--- config.mk ---
export PLATFORM = sky130hd
export DESIGN_NAME = ws2812_multi_strip_driver
export DESIGN_NICKNAME = d
export VERILOG_FILES = /design/src/rtl/ws2812_multi_strip_driver.sv
export SDC_FILE = /design/constraint.sdc
export NUM_CORES = 1
export LEC_CHECK = 0
export BUFFER_PORTS_ARGS = -buffer_cell sky130_fd_sc_hd__buf_2
export CELL_PAD_IN_SITES_DETAIL_PLACEMENT = 1
export CELL_PAD_IN_SITES_GLOBAL_PLACEMENT = 1
export CORE_AREA = 2 2 86 171
export DETAILED_ROUTE_END_ITERATION = 10
export DIE_AREA = 0 0 88 173
export PLACE_DENSITY_LB_ADDON = 0.1
export SYNTH_ARGS = -nofsm -noshare
export SYNTH_HDL_FRONTEND = slang
export SYNTH_SLANG_ARGS = --single-unit
--- constraint.sdc ---
create_clock -name clk -period 2.75 [get_ports clk]
set_clock_uncertainty 0.05 [all_clocks]
set_input_delay 0.4125 -clock clk [delete_from_list [all_inputs] [get_ports clk]]
set_output_delay 0.4125 -clock clk [all_outputs]
set_load 0.05 [all_outputs]
--- src/rtl/ws2812_multi_strip_driver.sv ---
// WS2812 multi-strip driver: NUM_STRIPS bit-aligned strips fed from one
// byte-wide frame memory with a 1-cycle-latency synchronous read port.
// Each byte is fetched for every strip while the previous byte is still
// being sent, so the data streams continue without gaps between bytes or LEDs.

// One output lane: a staging byte filled by the fetch sequencer, a shift
// register holding the byte currently on the wire, and the registered pin.
module ws2812_lane #(
   parameter int CNT_W = 5,
   parameter int T0H   = 6,
   parameter int T1H   = 13
) (
   input  logic             clk,
   input  logic             resetn,
   input  logic             cap_en,
   input  logic [7:0]       cap_data,
   input  logic             load,
   input  logic             shift,
   input  logic             active,
   input  logic [CNT_W-1:0] slot,
   output logic             line
);

   localparam logic [CNT_W-1:0] T0H_C = CNT_W'(T0H);
   localparam logic [CNT_W-1:0] T1H_C = CNT_W'(T1H);

   logic [7:0] staging;
   logic [7:0] shreg;
   logic [7:0] load_byte;
   logic       cur_bit;
   logic       hi;

   // Byte entering the shift register; the last strip's byte of the very first
   // fetch arrives on the same cycle it is needed, so it bypasses staging.
   always_comb begin
      load_byte = cap_en ? cap_data : staging;
      cur_bit   = load ? load_byte[7] : shreg[7];
      hi        = active && (slot < (cur_bit ? T1H_C : T0H_C));
   end

   // Staging capture, shift register and registered output pin.
   always_ff @(posedge clk) begin
      if (!resetn) begin
         staging <= '0;
         shreg   <= '0;
         line    <= 1'b0;
      end else begin
         if (cap_en)
            staging <= cap_data;
         if (load)
            shreg <= load_byte;
         else if (shift)
            shreg <= {shreg[6:0], 1'b0};
         line <= hi;
      end
   end

endmodule

module ws2812_multi_strip_driver #(
   parameter int INPUT_CLOCK_FREQ_MHZ = 16,
   parameter int NUM_STRIPS           = 4,
   parameter int MAX_LEDS             = 64,
   parameter int BASE_ADDRESS         = 0,
   parameter int ADDR_WIDTH           = 13,
   parameter int T0H_NS               = 400,
   parameter int T1H_NS               = 800,
   parameter int BIT_NS               = 1250,
   parameter int RESET_US             = 60,
   localparam int LED_W               = $clog2(MAX_LEDS + 1)
) (
   input  logic                  clk,
   input  logic                  resetn,
   input  logic                  start,
   input  logic [LED_W-1:0]      num_leds,
   output logic                  busy,
   output logic                  frame_done,
   output logic [ADDR_WIDTH-1:0] mem_addr,
   input  logic [7:0]            mem_data,
   output logic [NUM_STRIPS-1:0] strip_out
);

   localparam int F      = INPUT_CLOCK_FREQ_MHZ;
   localparam int T_BIT  = (BIT_NS * F + 500) / 1000;
   localparam int T0H    = (T0H_NS * F + 500) / 1000;
   localparam int T1H    = (T1H_NS * F + 500) / 1000;
   localparam int T_RST  = RESET_US * F;
   localparam int CNT_W  = $clog2(T_BIT + 1);
   localparam int RST_W  = $clog2(T_RST + 1);
   localparam int LANE_W = (NUM_STRIPS > 1) ? $clog2(NUM_STRIPS) : 1;

   localparam logic [ADDR_WIDTH-1:0] BASE_A = ADDR_WIDTH'(BASE_ADDRESS);
   localparam logic [ADDR_WIDTH-1:0] STRIDE = ADDR_WIDTH'(3 * MAX_LEDS);
   localparam logic [LED_W-1:0]      MAX_N  = LED_W'(MAX_LEDS);
   localparam logic [LANE_W-1:0]     LAST_L = LANE_W'(NUM_STRIPS - 1);

   generate
      if (NUM_STRIPS + 1 > 8 * T_BIT || T1H >= T_BIT || NUM_STRIPS < 1 || NUM_STRIPS > 16) begin : g_bad_cfg
         $error("ws2812_multi_strip_driver: unsupported timing/strip configuration");
      end
   endgenerate

   typedef enum logic [2:0] {IDLE, PREFETCH, SEND, LATCH, DONE} state_t;

   state_t              state, state_nxt;
   logic [LED_W-1:0]    n_leds;
   logic [LED_W-1:0]    n_clamp;
   logic [LED_W-1:0]    led_cnt;
   logic [1:0]          byte_cnt;
   logic [2:0]          bit_cnt;
   logic [CNT_W-1:0]    slot_cnt;
   logic [RST_W-1:0]    rst_cnt;
   logic [ADDR_WIDTH-1:0] nxt_addr;
   // vld_pipe[0]: read on the bus this cycle, vld_pipe[1]: its data on mem_data
   logic [1:0]          vld_pipe;
   logic [LANE_W-1:0]   rd_lane;
   logic [LANE_W-1:0]   cap_lane;

   logic accept, slot_end, last_led, last_byte, byte_end, pf_done;
   logic enter_byte, fetch_more, rst_end, load_now, shift_now, sending;

   // Frame-level events shared by the FSM, counters and fetch sequencer.
   always_comb begin
      n_clamp    = (num_leds > MAX_N) ? MAX_N : num_leds;
      accept     = (state == IDLE) && start;
      sending    = (state == SEND);
      slot_end   = (slot_cnt == CNT_W'(T_BIT - 1));
      last_led   = (led_cnt == n_leds - LED_W'(1));
      last_byte  = last_led && (byte_cnt == 2'd2);
      byte_end   = sending && slot_end && (bit_cnt == 3'd0);
      pf_done    = (state == PREFETCH) && vld_pipe[0] && (rd_lane == LAST_L);
      enter_byte = pf_done || (byte_end && !last_byte);
      // The byte being entered is the final one when leaving byte 1 of the last LED.
      fetch_more = (state == PREFETCH) || !(last_led && (byte_cnt == 2'd1));
      rst_end    = (state == LATCH) && (rst_cnt == RST_W'(T_RST - 1));
      load_now   = sending && (bit_cnt == 3'd7) && (slot_cnt == '0);
      shift_now  = sending && slot_end;
   end

   // State register.
   always_ff @(posedge clk) begin
      if (!resetn)
         state <= IDLE;
      else
         state <= state_nxt;
   end

   // Next-state logic.
   always_comb begin
      state_nxt = state;
      case (state)
         IDLE:     if (start) state_nxt = (n_clamp == '0) ? LATCH : PREFETCH;
         PREFETCH: if (pf_done) state_nxt = SEND;
         SEND:     if (byte_end && last_byte) state_nxt = LATCH;
         LATCH:    if (rst_end) state_nxt = DONE;
         DONE:     state_nxt = IDLE;
         default:  state_nxt = IDLE;
      endcase
   end

   // Handshake outputs decoded from state.
   always_comb begin
      busy       = 1'b0;
      frame_done = 1'b0;
      case (state)
         PREFETCH, SEND, LATCH: busy = 1'b1;
         DONE:                  frame_done = 1'b1;
         default: ;
      endcase
   end

   // Bit-slot, bit, byte, LED and latch counters.
   always_ff @(posedge clk) begin
      if (!resetn) begin
         n_leds   <= '0;
         led_cnt  <= '0;
         byte_cnt <= '0;
         bit_cnt  <= '0;
         slot_cnt <= '0;
         rst_cnt  <= '0;
      end else begin
         if (accept) begin
            n_leds   <= n_clamp;
            led_cnt  <= '0;
            byte_cnt <= '0;
         end else if (byte_end && !last_byte) begin
            if (byte_cnt == 2'd2) begin
               byte_cnt <= '0;
               led_cnt  <= led_cnt + LED_W'(1);
            end else begin
               byte_cnt <= byte_cnt + 2'd1;
            end
         end

         if (enter_byte) begin
            slot_cnt <= '0;
            bit_cnt  <= 3'd7;
         end else if (sending) begin
            if (slot_end) begin
               slot_cnt <= '0;
               bit_cnt  <= bit_cnt - 3'd1;
            end else begin
               slot_cnt <= slot_cnt + CNT_W'(1);
            end
         end

         rst_cnt <= (state == LATCH) ? rst_cnt + RST_W'(1) : '0;
      end
   end

   // Fetch sequencer: one read per strip on consecutive cycles. Strip 0 of
   // consecutive wire bytes is contiguous, so the next byte is always +1.
   always_ff @(posedge clk) begin
      if (!resetn) begin
         mem_addr <= BASE_A;
         nxt_addr <= '0;
         vld_pipe <= '0;
         rd_lane  <= '0;
         cap_lane <= '0;
      end else begin
         vld_pipe[1] <= vld_pipe[0];
         cap_lane    <= rd_lane;
         if (accept && (n_clamp != '0)) begin
            mem_addr    <= BASE_A;
            nxt_addr    <= BASE_A + ADDR_WIDTH'(1);
            vld_pipe[0] <= 1'b1;
            rd_lane     <= '0;
         end else if (enter_byte && fetch_more) begin
            mem_addr    <= nxt_addr;
            nxt_addr    <= nxt_addr + ADDR_WIDTH'(1);
            vld_pipe[0] <= 1'b1;
            rd_lane     <= '0;
         end else if (vld_pipe[0]) begin
            if (rd_lane == LAST_L) begin
               vld_pipe[0] <= 1'b0;
            end else begin
               rd_lane  <= rd_lane + LANE_W'(1);
               mem_addr <= mem_addr + STRIDE;
            end
         end
      end
   end

   // Per-strip lanes.
   generate
      for (genvar s = 0; s < NUM_STRIPS; s++) begin : g_lane
         ws2812_lane #(
            .CNT_W (CNT_W),
            .T0H   (T0H),
            .T1H   (T1H)
         ) u_lane (
            .clk      (clk),
            .resetn   (resetn),
            .cap_en   (vld_pipe[1] && (cap_lane == LANE_W'(s))),
            .cap_data (mem_data),
            .load     (load_now),
            .shift    (shift_now),
            .active   (sending),
            .slot     (slot_cnt),
            .line     (strip_out[s])
         );
      end
   endgenerate

endmodule

# Word level (Yosys, flattened, before mapping)
# Index checks and enable logic that the tools add are counted.
[totals] mem_bits_ro=0 mem_count=0 word_cells=151 reg_bits=137 latch_bits=0 mem_bits_rw=0
[classes] n_eq_ne=19 n_mul=0 n_addsub=9 bitwise=2 n_lt_le_gt_ge=5 shift=0 n_reduce_logical=48 div=0 n_mux=43
[op_table] cell="$mux W8" n=12
[op_table] cell="$mux W13" n=3
[op_table] cell="$logic_and A1 B1 Y1" n=22
[op_table] cell="$mux W3" n=7
[op_table] cell="$lt A5 B5 Y1" n=4
[op_table] cell="$mux W4" n=4
[op_table] cell="$add A13 B1 Y13 const B" n=1
[op_table] cell="$add A13 B8 Y13 const B" n=1
[op_table] cell="$mux W1" n=12
[op_table] cell="$pmux W3 S4" n=1
[op_table] cell="$add A10 B1 Y10 const B" n=1
[op_table] cell="$eq A10 B10 Y1 const B" n=1
[op_table] cell="$reduce_and A2 Y1" n=5
[op_table] cell="$reduce_bool A2 Y1" n=5
[op_table] cell="$eq A2 B2 Y1 const B" n=4
[op_table] cell="$ne A2 B2 Y1 const B" n=4
[op_table] cell="$add A7 B1 Y7 const B" n=1
[op_table] cell="$eq A7 B7 Y1" n=1
[op_table] cell="$gt A7 B7 Y1 const B" n=1
[op_table] cell="$logic_not A7 Y1" n=1
[op_table] cell="$mux W7" n=1
[op_table] cell="$reduce_bool A7 Y1" n=1
[op_table] cell="$sub A7 B1 Y7 const B" n=1
[op_table] cell="$eq A3 B2 Y1 const B" n=2
[op_table] cell="19 further kinds" n=30

# Longest topological paths before layout
[logic_depth] word_depth=9 mapped_depth=11 mapped_depth_nobuf=10

# By module
# From an unflattened synthesis, not the netlist that was laid out.
[hier_totals] hier_cells=696 hier_area_um2=6603.8
[modules_own_cells] mod="ws2812_multi_strip_driver" seq_area_each_um2=1381.3 cells_each=408 area_per_inst_um2=3515.9 n_inst=1
[modules_own_cells] mod="ws2812_lane" seq_area_each_um2=340.3 cells_each=72 area_per_inst_um2=772.0 n_inst=4

# Worst setup path after synthesis
# Ideal clock, no wire load.
[synth_path] kind="reg2reg" startpoint="reg n_leds[0]" endpoint="reg bit_cnt[2]" path_stages_with_launch=10 path_slack_ps=333 period_less_slack_ps=2417 required_time_ps=2580 arrival_time_ps=2248 path_buffers=1 cell_sequence="dfxtp_1 -> inv_1 -> ha_1 -> nor2b_1 -> or3_1 -> a31oi_2 -> o2111a_1 -> buf_6 -> a21oi_1 -> o31a_1"
[synth_via] elab_chain_len=8 elab_cells_between_ends=10
[synth_lines] item="start: declaration" line_no="106" text="logic [LED_W-1:0] n_leds;"
[synth_lines] item="start signal: assignment" line_no="183" text="n_leds <= n_clamp;"
[synth_lines] item="$sub A7 B1 Y7 (*)" line_no="128" text="last_led = (led_cnt == n_leds - LED_W'(1));"
[synth_lines] item="$eq A7 B7 Y1 (*)" line_no="128"
[synth_lines] item="$logic_and A1 B1 Y1 (*)" line_no="129" text="last_byte = last_led && (byte_cnt == 2'd2);"
[synth_lines] item="$logic_not A1 Y1 (*)" line_no="132" text="enter_byte = pf_done || (byte_end && !last_byte);"
[synth_lines] item="$logic_and A1 B1 Y1 (*)" line_no="132"
[synth_lines] item="$logic_or A1 B1 Y1 (*)" line_no="132"
[synth_lines] item="$reduce_bool A2 Y1 (no line)"
[synth_lines] item="$reduce_and A2 Y1 (no line)"
[synth_lines] item="end signal: assignment" line_no="201" text="bit_cnt <= bit_cnt - 3'd1;"
[synth_lines] item="end: declaration" line_no="110" text="logic [2:0] bit_cnt;"
# Every way passes the cells marked *; elsewhere a longest branch is shown, timed or not.
# A chain may end at the register's enable or synchronous reset.

# Worst setup path after layout
[layout_path] startpoint="reg n_leds[0]" endpoint="reg mem_addr[8]"
[layout_via] elab_chain_len=9 elab_cells_between_ends=14
[layout_lines] item="$sub A7 B1 Y7 (*)" line_no="128"
[layout_lines] item="$eq A7 B7 Y1 (*)" line_no="128"
[layout_lines] item="$logic_and A1 B1 Y1" line_no="129"
[layout_lines] item="$logic_not A1 Y1" line_no="132"
[layout_lines] item="$logic_and A1 B1 Y1" line_no="132"
[layout_lines] item="$logic_or A1 B1 Y1" line_no="132"
[layout_lines] item="$logic_and A1 B1 Y1 (*)" line_no="228" text="end else if (enter_byte && fetch_more) begin"
[layout_lines] item="$ne A2 B1 Y1 (no line) / $reduce_bool A2 Y1 (equally long branches)"
[layout_lines] item="$reduce_and A2 Y1 (no line)"
[layout_lines] item="end signal: assignment" line_no="229" text="mem_addr <= nxt_addr;"
[layout_lines] item="end signal: assignment" line_no="238" text="mem_addr <= mem_addr + STRIDE;"
[layout_lines] item="end: declaration" line_no="78" text="output logic [ADDR_WIDTH-1:0] mem_addr,"
# Marked as above.

==> flow_summary.toml <==
[timing]
min_period_over_period_pct = 94.81
post-route-min-period_ns = 2.607
whs_ns = 0.1732
setup_viol = 0
setup_slack_ns = 0.1427
slew_headroom_pct = 33.44
hold_viol = 0
maxSlewViolCount = 0
max_freq_ghz = 0.3835
tightest_slew_ns = 0.9984
rsz0062_at_grt = "true"

[floorplanning]
ioPinCount = 37
die_w_um = 88
die_y_um = 173
start_util_pct = 46.45
design.core.area_um2 = 13810
std_cell_rows = 61
fp.dieArea_um2 = 15220

[global_route]
gr-usage-all-layers_pct = 24.46
grt_pass1_vias = 5914
antenna_found_initial = 0
grt_overflow_total = 0
grt_max_degree = 63
grt_pass1_wl_um = 29080

[hold_path]
holdPathStages = 2
hold_end = "n_leds[4]"
hp-class = "in2reg"
hold_start = "num_leds[4]"

[route]
wl_per_cell_um = 18.52
dr.pass1.iters = 4
drc = 0
routed_wl_um = 17650
dr_total_vias = 5398
ant_nets = 0
dr_wl_met3_um = 348
met2_length_um = 10500
routed.top_layer = "met4"
drtIter0Drc = 151
wl_met1_um = 6278
vias_per_cell = 5.664

[worst_setup_path]
crit_family = "compound AO/OA/AOI/OAI gates"
cpPeakStageDelay_ns = 0.41
endpoint_kind = "flop"
worstPathRequired_ns = 3.02
path_max_fanout = 8
critPathKind = "reg2reg"
reg2regPathDepth = 9
worst_setup_path_start_kind = "flop"
cp_slowest_cell = "dfxtp_1"
path_depth = 9
r2r_slack_ns = 0.14
cp.buffers_inverters = 2
r2r-end = "mem_addr[8]"
worst_path_most_repeated_cell = "a211oi_1"
crit_path_start = "n_leds[0]"
worst_ep_arrival_time_ns = 2.87
r2r-start = "n_leds[0]"
crit_chain = "inv_1 -> ha_1 -> nor2b_1 -> or3_1 -> a31oi_2 -> o2111a_1 -> buf_4 -> a211oi_1 -> a211oi_1"

[cts]
ctsHtreeMaxLevel = 4
clkTransAtPathRegs_ns = 0.06
worst_skew_pair.late_latency_ns = 0.42
cts_buffers = 17
cts_sinks = 137
clockBufferDepth = 2
root_buffer = "clkbuf_16"
cts_hold_buf = 0
cts_tree = "built"

[yosys]
synth_area_leaders = "dfxtp_1 (43%), mux2i_1 (9.0%), nor2_1 (6.1%)"
ys_seq_area_share_pct = 42.74
yosysTopAreaCellShare_pct = 42.74
synth_cell_types = 61
synth.net_count = 753
ys_ff_latch = 137
ys.warnings.count = 0
synth_edf_count = 0
postSynthCellCount = 716
postSynthAreaPerCell_um2 = 8.963
syn_area_um2 = 6417
synth_area_leader_cell = "dfxtp_1"
synth_ff_type = "dfxtp_1"
synth_async_sr_flop_share_pct = 0

[placement]
gp_congestion = 0.8653
dpl_cell_area_um2 = 6817
port_buffers = 36
dp_slack_ns = 0.1366
dp_hpwl_um = 13200

[finish]
num-fill-cells = 1598
seq_area_um2 = 2743
final_cell_mix = "dfxtp_1 (137), nor2_1 (105), nand2_1 (68), mux2i_1 (58), buf_2 (36)"
fin_util_pct = 53.89
area_growth_pct = 16.01
fin_area_um2 = 7445
fin_nets = 788
layout_commonest_cell = "dfxtp_1"
drive_gt1_share_pct = 14.40
multiInputGateArea_um2 = 3382
diodes = 0

[power]
p_leak_nw = 3.015
p_per_area_nw_per_um2 = 658.5
ir_worst_vdd_v = 0.0003789

[outcome]
outcome = "finished clean"

[job]
drv_cap = 0
sequential cells by signal, summed over array words and instances, names as in the netlist:
name / flops
bit_cnt: 3
byte_cnt: 2
cap_lane: 2
g_lane.u_lane.line: 4
g_lane.u_lane.shreg: 32
g_lane.u_lane.staging: 32
led_cnt: 7
mem_addr: 13
n_leds: 7
nxt_addr: 13
rd_lane: 2
rst_cnt: 10
slot_cnt: 5
state: 3
vld_pipe: 2
cells by family (layout without fill, tap and decap cells):
kind of cell | count (synthesis) | in the layout | synth area share (%)
AOI/OAI and AO/OA | 117 | 117 | 13.59
xor gates and xnor gates | 28 | 28 | 4.036
adders and majority gates | 19 | 19 | 3.704
buffers and inverters | 66 | 114 | 4.621
DFF | 137 | 137 | 42.74
muxes | 62 | 62 | 9.748
and+or+nand+nor | 287 | 287 | 21.56
through the flow:
| step | cells | setup TNS [ns] | power, mW |
|---|---|---|---|
| global route | 953 | -0.01266 | 5.086 |
| floorplan | 716 | 0 | 2.409 |
| CTS | 953 | 0 | 4.962 |
| finish | 953 | 0 | 4.902 |
| global placement | 921 | 0 | 2.529 |
| detailed placement | 921 | 0 | 2.544 |
report_power, final:
part           total [mW]  internal (mW)  switching, mW
Combinational       0.423          0.149          0.274
Sequential           2.08           2.03         0.0489
Clock                2.40           1.47          0.929
Total                4.90           3.65           1.25
worst register-to-register path: cells and delay by family (launching register included):
| kind | cells | cell delay [ns] |
|---|---|---|
| buffers and inverters | 2 | 0.31 |
| and+or+nand+nor | 2 | 0.52 |
| AOI/OAI and AO/OA | 4 | 0.94 |
| DFF | 1 | 0.41 |
| adders and majority gates | 1 | 0.29 |
worst max-delay path by stage:
stage             endpoint  slack (ns)
6_report       mem_addr[8]        0.14
5_1_grt        mem_addr[8]       -0.01
3_5_place_dp   mem_addr[8]        0.14
3_3_place_gp   mem_addr[7]        0.29
2_1_floorplan   bit_cnt[2]        0.33
4_1_cts        mem_addr[8]        0.09
routing by layer:
metal,vias up,track usage (%)
met5,-,0
li1,2605,-
met1,2678,22.90
met2,77,48.48
met4,0,9.744
met3,38,4.916
Yosys cell counts, drive strengths merged (4+ instances only):
| library cell | instances |
|---|---|
| a211oi | 7 |
| nor2b | 7 |
| buf | 22 |
| and2 | 13 |
| mux2i | 58 |
| nand3 | 21 |
| nor3 | 13 |
| dfxtp | 137 |
| a221oi | 17 |
| xor2 | 8 |
| a22oi | 8 |
| or3 | 15 |
| inv | 20 |
| ha | 19 |
| a31oi | 6 |
| nand4 | 9 |
| o21ai | 24 |
| a311oi | 11 |
| nor3b | 4 |
| nand2 | 68 |
| mux2 | 4 |
| clkbuf | 23 |
| a21oi | 18 |
| nor2 | 105 |
| nand2b | 9 |
| a211o | 4 |
| xnor2 | 19 |
area by class of cell:
type	instances	share of cell area [%]
tap	189	3.176
clock buffer	18	5.899
inverter	21	1.059
clock inverter	14	2.487
timing repair buffer	61	5.109
sequential	137	36.84
multi-input combinational	513	45.43
what timing repair did:
item | in CTS | in global routing
buffers inserted | 0 | 0
setup endpoints to repair | 0 | 4
gates resized for setup | 0 | 1
No activity file was read; power rests on OpenSTA's default activity.
